File: src/rtl/nios_mtl_sysid_pkg.sv
// Shared register map, CTRL bit positions and byte-merge helper for the
// extended system-ID slave.
package nios_mtl_sysid_pkg;

  localparam int unsigned OFF_ID        = 0;
  localparam int unsigned OFF_TIMESTAMP = 1;
  localparam int unsigned OFF_CLK_HZ    = 2;
  localparam int unsigned OFF_SCRATCH   = 3;
  localparam int unsigned OFF_UPTIME_LO = 4;
  localparam int unsigned OFF_UPTIME_HI = 5;
  localparam int unsigned OFF_CTRL      = 6;
  localparam int unsigned OFF_NUM_USER  = 7;
  localparam int unsigned USER_BASE     = 8;

  localparam int unsigned CTRL_RUN   = 0;
  localparam int unsigned CTRL_CLEAR = 1;
  localparam int unsigned CTRL_SNAP  = 8;

  function automatic logic [31:0] byte_merge(input logic [31:0] old_word,
                                             input logic [31:0] new_word,
                                             input logic [3:0]  lanes);
    logic [31:0] merged;
    merged = old_word;
    for (int b = 0; b < 4; b++)
      if (lanes[b]) merged[8*b +: 8] = new_word[8*b +: 8];
    return merged;
  endfunction

endpackage

File: src/rtl/nios_mtl_sysid_uptime.sv
// 64-bit free-running uptime counter with a high-word snapshot that lets
// software read the full value coherently as LO then HI.
module nios_mtl_sysid_uptime (
  input  logic        clock,
  input  logic        reset,
  input  logic        run,
  input  logic        clear,
  input  logic        latch,
  input  logic        unlatch,
  output logic [31:0] count_lo,
  output logic [31:0] snapshot,
  output logic        snap_valid
);

  logic [63:0] cnt;

  always_ff @(posedge clock or posedge reset) begin
    if (reset)      cnt <= '0;
    else if (clear) cnt <= '0;
    else if (run)   cnt <= cnt + 64'd1;
  end

  // Clear has priority so a LO read coincident with CLEAR still leaves a zero snapshot.
  always_ff @(posedge clock or posedge reset) begin
    if (reset) begin
      snapshot   <= '0;
      snap_valid <= 1'b0;
    end else if (clear) begin
      snapshot   <= '0;
      snap_valid <= 1'b0;
    end else if (latch) begin
      snapshot   <= cnt[63:32];
      snap_valid <= 1'b1;
    end else if (unlatch) begin
      snap_valid <= 1'b0;
    end
  end

  assign count_lo = cnt[31:0];

endmodule

File: src/rtl/nios_mtl_sysid_ext.sv
// Avalon-MM system-identification slave: constant ID words, scratch
// register, run/clear control, uptime counter and user info table.
module nios_mtl_sysid_ext
  import nios_mtl_sysid_pkg::*;
#(
  parameter logic [31:0]            ID_VALUE   = 32'd1459509197,
  parameter logic [31:0]            TIMESTAMP  = 32'd0,
  parameter int unsigned            CLK_HZ     = 50_000_000,
  parameter int unsigned            NUM_USER   = 4,
  parameter logic [32*NUM_USER-1:0] USER_WORDS = '0,
  parameter int unsigned            ADDR_W     = 4
) (
  input  logic              clock,
  input  logic              reset,
  input  logic [ADDR_W-1:0] address,
  input  logic              read,
  input  logic              write,
  input  logic [31:0]       writedata,
  input  logic [3:0]        byteenable,
  output logic [31:0]       readdata,
  output logic              readdatavalid
);

  if ((NUM_USER < 1) || (USER_BASE + NUM_USER > (1 << ADDR_W))) begin : g_map_check
    $error("nios_mtl_sysid_ext: user table does not fit in the address space");
  end

  logic [31:0] addr_w;
  logic [31:0] scratch;
  logic        run;
  logic        wr_ctrl;
  logic        clear;
  logic        rd_lo;
  logic        rd_hi;
  logic [31:0] count_lo;
  logic [31:0] snapshot;
  logic        snap_valid;
  logic [31:0] rd_data;

  assign addr_w  = 32'(address);
  assign wr_ctrl = write && (addr_w == OFF_CTRL) && byteenable[0];
  assign clear   = wr_ctrl && writedata[CTRL_CLEAR];
  assign rd_lo   = read && (addr_w == OFF_UPTIME_LO);
  assign rd_hi   = read && (addr_w == OFF_UPTIME_HI);

  nios_mtl_sysid_uptime u_uptime (
    .clock      (clock),
    .reset      (reset),
    .run        (run),
    .clear      (clear),
    .latch      (rd_lo),
    .unlatch    (rd_hi),
    .count_lo   (count_lo),
    .snapshot   (snapshot),
    .snap_valid (snap_valid)
  );

  always_ff @(posedge clock or posedge reset) begin
    if (reset) begin
      scratch <= '0;
      run     <= 1'b1;
    end else begin
      if (write && (addr_w == OFF_SCRATCH))
        scratch <= byte_merge(scratch, writedata, byteenable);
      if (wr_ctrl)
        run <= writedata[CTRL_RUN];
    end
  end

  // Read mux works on pre-edge state, so a simultaneous write is not visible here.
  always_comb begin
    rd_data = '0;
    case (addr_w)
      OFF_ID:        rd_data = ID_VALUE;
      OFF_TIMESTAMP: rd_data = TIMESTAMP;
      OFF_CLK_HZ:    rd_data = CLK_HZ;
      OFF_SCRATCH:   rd_data = scratch;
      OFF_UPTIME_LO: rd_data = count_lo;
      OFF_UPTIME_HI: rd_data = snapshot;
      OFF_CTRL: begin
        rd_data[CTRL_RUN]  = run;
        rd_data[CTRL_SNAP] = snap_valid;
      end
      OFF_NUM_USER:  rd_data = NUM_USER;
      default: begin
        for (int k = 0; k < int'(NUM_USER); k++)
          if (addr_w == USER_BASE + 32'(k))
            rd_data = USER_WORDS[32*k +: 32];
      end
    endcase
  end

  // Response stage: data and strobe one cycle after the read request.
  always_ff @(posedge clock or posedge reset) begin
    if (reset) begin
      readdata      <= '0;
      readdatavalid <= 1'b0;
    end else begin
      readdatavalid <= read;
      if (read) readdata <= rd_data;
    end
  end

endmodule

File: config.mk
export PLATFORM = sky130hd
export DESIGN_NAME = nios_mtl_sysid_ext
export DESIGN_NICKNAME = d
export VERILOG_FILES = /design/src/rtl/nios_mtl_sysid_pkg.sv /design/src/rtl/nios_mtl_sysid_uptime.sv /design/src/rtl/nios_mtl_sysid_ext.sv
export SDC_FILE = /design/constraint.sdc
export NUM_CORES = 1
export LEC_CHECK = 0
export BUFFER_PORTS_ARGS = -buffer_cell sky130_fd_sc_hd__buf_2
export CAP_MARGIN = 20
export CELL_PAD_IN_SITES_DETAIL_PLACEMENT = 1
export CELL_PAD_IN_SITES_GLOBAL_PLACEMENT = 1
export CORE_MARGIN = 1.5
export CORE_UTILIZATION = 45
export CTS_CLUSTER_SIZE = 10
export DETAILED_ROUTE_END_ITERATION = 10
export GPL_ROUTABILITY_DRIVEN = 1
export GPL_TIMING_DRIVEN = 1
export HOLD_SLACK_MARGIN = 0.05
export PLACE_DENSITY_LB_ADDON = 0.12
export SLEW_MARGIN = 20
export SYNTH_ARGS = -nofsm -noshare
export SYNTH_HDL_FRONTEND = slang
export SYNTH_HIERARCHICAL = 1
export SYNTH_SLANG_ARGS = --single-unit
File: constraint.sdc
create_clock -name clock -period 3.2 [get_ports clock]
set_input_delay 0.32 -clock clock [delete_from_list [all_inputs] [get_ports clock]]
set_output_delay 0.32 -clock clock [all_outputs]
set_load 0.02 [all_outputs]
# Word level (Yosys, flattened, before mapping)
# Cells that the tools add are included.
# totals
reg_bits	163
inputBits	44
elab_cells	42
out_inout_bits	33
# classes
add_sub_neg	1
muxes	11
reduce_logical	14
n_eq_ne	6
# op_table
op	n
$mux 64	2
$pmux 23 s5	1
$add 64x1->64 const B	1
$mux 32	2
$pmux 7 s6	1
$logic_not 32->1	1
$eq 4x3->1 const B	4
$pmux 1 s5	2
$eq 4x2->1 const B	2
$reduce_and 2->1	4
$logic_and 1x1->1	6
$reduce_bool 2->1	2
$mux 1	3
$reduce_bool 3->1	1

# Logic depth before layout (Yosys ltp)
# logic_depth
depth_word	5
depth_mapped	9
depth_no_buf	8

# Modules after synthesis
# The synthesis kept the hierarchy.
# modules_own_cells
mod	cells_each	seq_area_each_um2	area_each_um2	instances
nios_mtl_sysid_uptime	516	2427.3	5014.8	1
nios_mtl_sysid_ext	289	1652.8	3184.3	1

# Least setup slack after synthesis
# Ideal clock, no wire load.
# synth_timing
path_type	input-to-reg
from	in address[2]
to	reg u_uptime.cnt[38]
t_arrival_ns	2.610
path_stages	9
t_required_ns	3.122
slack_ns	0.512
path_buffers	1
setup_ns	0.078
path_cell_list	buf_2 -> nand2_1 -> nor4_1 -> and2_1 -> o2111ai_2 -> nor3_4 -> nand4_4 -> or4_1 -> a21oi_1
# synth_between
elab_chain_cells	5
word_cells_on_any_way	6
cone_classes	1 x eq/ne; 1 x mux; 4 x reduce/logical
# synth_rtl
element	line_no	rtl
start, declared	nios_mtl_sysid_ext.sv:15	input logic [ADDR_W-1:0] address,
$eq 4x3->1 (*)	nios_mtl_sysid_ext.sv:41	assign wr_ctrl = write && (addr_w == OFF_CTRL) && byteenable[0];
$logic_and 1x1->1 (*) (2 in series)	nios_mtl_sysid_ext.sv:41	
$logic_and 1x1->1 (*)	nios_mtl_sysid_ext.sv:42	assign clear = wr_ctrl && writedata[CTRL_CLEAR];
named net clear	nios_mtl_sysid_ext.sv:32	logic clear;
$mux 64 or $reduce_bool 2->1 (tied branches)	--	
end signal, assigned	nios_mtl_sysid_uptime.sv:20	else if (run) cnt <= cnt + 64'd1;
end, declared	nios_mtl_sysid_uptime.sv:15	logic [63:0] cnt;
# The timed path passes the listed nets; every way through them passes the cells marked *.
# A chain may end at the register's enable or synchronous reset.

# Worst setup path after layout
# layout_timing
from	reg u_uptime.cnt[25]
to	reg u_uptime.cnt[57]
# layout_between
elab_chain_cells	3
# layout_rtl
element	line_no	rtl
$add 64x1->64	nios_mtl_sysid_uptime.sv:20	
$mux 64	nios_mtl_sysid_uptime.sv:20	
$mux 64	nios_mtl_sysid_uptime.sv:19	else if (clear) cnt <= '0;
# Every way passes these cells. The select of a mux whose other input is x is not followed.

==> flow_summary.toml <==
[detailed_routing]
post_drt_via_cell_ratio = 6.09
count_of_unresolved_drc_violations_after_routing = 0
postRouteWirelength_mm = 24.6
post_drt_wl_per_cell_um = 22.7
firstDrtPassIters = 4
initialDrtViolationCount = 589
antenna_violating_nets_post_route = 0
route.vias.total = 6616

[worst_setup_path]
crit_arrival_ns = 3.03
critical_path.startpoint_type = "flop"
critical_path.max_fanout = 17
timing.setup.critical_path_class = "reg -> reg"
required_ns = 3.51
endpoint_kind = "flop"

[synthesis]
synth_simple_gate_area_share_pct = 17.7
post-synth-top-area-fraction_pct = 49.4
synth-seq-area-share_pct = 49.8
synth_mux_area_share_pct = 9.25
yosys.area_share.xor_xnor_pct = 3.74
synth_top_family_by_area = "simple AND/OR/NAND/NOR gates"
synthesis.area_per_instance_um2 = 10.2
mappedNetlistNets = 850
synthesis.yosys.warnings = 6
synthMostInstantiatedCell = "sky130_fd_sc_hd__dfrtp_1"
synth_compound_area_share_pct = 13.3
synth-edff-count = 0
synthesis.instances = 805
synth_largest_area_cell = "sky130_fd_sc_hd__dfrtp_1"
synth_common_cells = "sky130_fd_sc_hd__dfrtp_1, sky130_fd_sc_hd__nor2_1, sky130_fd_sc_hd__a21oi_1"
synth_fa_ha_area_share_pct = 0.153
postSynthRegisterBits = 163
synth.top_cells.by_area = "sky130_fd_sc_hd__dfrtp_1, sky130_fd_sc_hd__mux2_2, sky130_fd_sc_hd__nor2_1"
mappedNetlistArea_um2 = 8200
count_of_unique_library_cells_instantiated_by_yosys = 57
postSynth.asyncResetShare_pct = 100
synth_flop_cell = "sky130_fd_sc_hd__dfrtp_1"

[clock_tree]
cts-buffers-inserted = 17
cts.sink_count = 163
cts_repair_resize_count = 0
clock_root_buffer = "sky130_fd_sc_hd__clkbuf_16"
worst_setup_hold_path_clk_slew_ns = 0.07
cts_max_level = 4
cts_buffer_depth = 2
postCtsHoldBufs = 1
clk_latency_ns = 0.44
cts.repair_timing.setup_buffer_count = 0
tritoncts = "built"

[timing]
max_clock_freq_mhz = 368
setup_repair_after_global_routing_missed_its_margin = "no"
final.min_clock_period_ns = 2.72
max_slew.worst_pin.slew_ns = 1.08
hold_viol = 0
post-route-period-util_pct = 84.9
timing.setup.tns_ns = 0
timing_max_transition_violations_final = 0
finalSetupViolCount = 0
skew_ns = 0.00987
relSlewSlack_pct = 28.0

[pwr]
cellLeakagePower_nw = 3.99
p_sw_share_pct = 28.4
p_sw_mw = 1.42
cell_internal_pwr_mw = 3.58
power_frac_comb_pct = 10.5
vdd.ir_drop.worst_mv = 0.408
pwr-share-clk_pct = 39.6
power-per-cell-area_nw_per_um2 = 546
total_power_mw = 5.00
pwr-share-seq_pct = 49.9

[global_route]
initial_antenna_violation_count = 0
grt_max_degree = 98
vias_in_the_first_global_route = 6729
gr-total-overflow = 0
groute.usage.overall_pct = 27.1
grt_pass1_wl_mm = 38.4

[placed_design]
dp_hpwl_mm = 17.4
place.port_buffers = 76
place.gp.congestion = 0.842

[die]
floorplan.rows = 49
total_die_area_um2 = 19000
floorplan.io_pins = 77
overall_die_height_um = 138
chipWidth_um = 138
fp.coreArea_um2 = 17900
floorplan.initialDensity_pct = 45.8

[job]
max_cap_viol_count = 0

[worst_hold_path]
holdCritPathClass = "in -> reg"

[cells_and_area]
num_antenna_cells = 0
final_net_count = 890
post_route_cells_drive_above_1_share_pct = 21.7
post_synthesis_to_final_layout_area_growth_pct = 11.8
num-fill-cells = 1982

[run_status]
outcome = "finished, final reports clean"
[placed cells by master, fill, tap and decap left out, drive strengths merged, types with 2 or more instances in the layout]
| master | instances |
|---|---|
| o211ai | 2 |
| xor2 | 22 |
| buf | 93 |
| clkinvlp | 2 |
| a32oi | 9 |
| o21ai | 46 |
| mux2i | 33 |
| o221ai | 2 |
| or4 | 10 |
| o31ai | 10 |
| clkbuf | 18 |
| a221o | 2 |
| xnor2 | 13 |
| mux2 | 38 |
| nand3 | 29 |
| nor3 | 17 |
| a21oi | 60 |
| nor2 | 93 |
| a22oi | 26 |
| nand2b | 7 |
| clkinv | 8 |
| nand2 | 40 |
| inv | 20 |
| o2111ai | 3 |
| a2bb2oi | 2 |
| nor2b | 6 |
| nand4 | 31 |
| or2 | 2 |
| and3 | 4 |
| or3 | 15 |
| nor4 | 12 |
| dfrtp | 162 |
| a22o | 6 |
[worst max-delay path: stages, from the launching register on]
cell and delay [ns]:
sky130_fd_sc_hd__dfrtp_1 0.53, sky130_fd_sc_hd__nand4_1 0.31, sky130_fd_sc_hd__nor3_1 0.62, sky130_fd_sc_hd__nand4b_1 0.17, sky130_fd_sc_hd__buf_4 0.23, sky130_fd_sc_hd__nor4_1 0.35
sky130_fd_sc_hd__mux2_2 0.38
[power groups by stage]
stage / sequential [mW] / clock (mW) / combinational [mW]
after global placement: 2.52 / 0 / 0.493
after CTS: 2.49 / 2.02 / 0.528
after detailed placement: 2.53 / 0 / 0.517
after floorplan: 2.44 / 0 / 0.422
after global routing: 2.52 / 2.09 / 0.590
final: 2.50 / 1.98 / 0.523
[layout make-up]
cell class	instances	area [µm²]	area share (%)
Clock buffer	18	439	4.79
Multi-Input combinational cell	552	3630	39.5
Inverter	17	65.1	0.710
Timing Repair Buffer	94	543	5.92
Sequential cell	163	4080	44.5
Tap cell	229	287	3.12
Clock inverter	14	130	1.42
[state kept, by name (all words and copies together), names as in the netlist]
signal / flops
readdata: 32
readdatavalid: 1
run: 1
scratch: 32
u_uptime/cnt: 64
u_uptime/snap_valid: 1
u_uptime/snapshot: 32
[worst paths after layout]
kind                       slack [ns]  cells past startpoint                           endpoint                         start
max reg2reg                      0.48                      6       u_uptime/cnt[57]$_DFFE_PP0P_  u_uptime/cnt[25]$_DFFE_PP0P_
max                              0.48                      6       u_uptime/cnt[57]$_DFFE_PP0P_  u_uptime/cnt[25]$_DFFE_PP0P_
min in group asynchronous        0.55                      4  u_uptime/snapshot[29]$_DFFE_PP0P_                         reset
min reg2reg                      0.52                      1             scratch[0]$_DFFE_PP0P_        scratch[0]$_DFFE_PP0P_
min                              0.09                      2            scratch[23]$_DFFE_PP0P_                 writedata[23]
max in group asynchronous        1.93                      4             scratch[0]$_DFFE_PP0P_                         reset
[metal layers]
| layer | routed length (µm) | track usage [%] |
|---|---|---|
| met5 | 0 | 0 |
| met4 | 354 | 7.12 |
| met3 | 1160 | 4.46 |
| met2 | 11400 | 41.8 |
| met1 | 11700 | 39.7 |
[stage by stage]
stage	utilization [%]	setup slack (ns)	hold slack (ns)	instance area (µm²)	instances
after global placement	48.0	0.469	0.495	8590	1054
after floorplan	-	0.346	0.351	8200	805
final	51.2	0.483	0.0939	9170	1087
after detailed placement	48.0	0.480	0.497	8590	1054
after CTS	51.2	0.563	0.0843	9170	1087
after global routing	51.2	0.390	0.0934	9170	1087
[cell families (layout without fill, tap and decap cells)]
group,after synthesis,count (layout)
AND/OR/NAND/NOR,271,271
AO/OA/AOI/OAI,174,174
flip-flops,163,163
buffers and inverters,90,143
multiplexers,71,71
XOR/XNOR,35,35
adder cells (fa/ha/maj),1,1
Note: power is estimated with default switching activity, not from simulation.
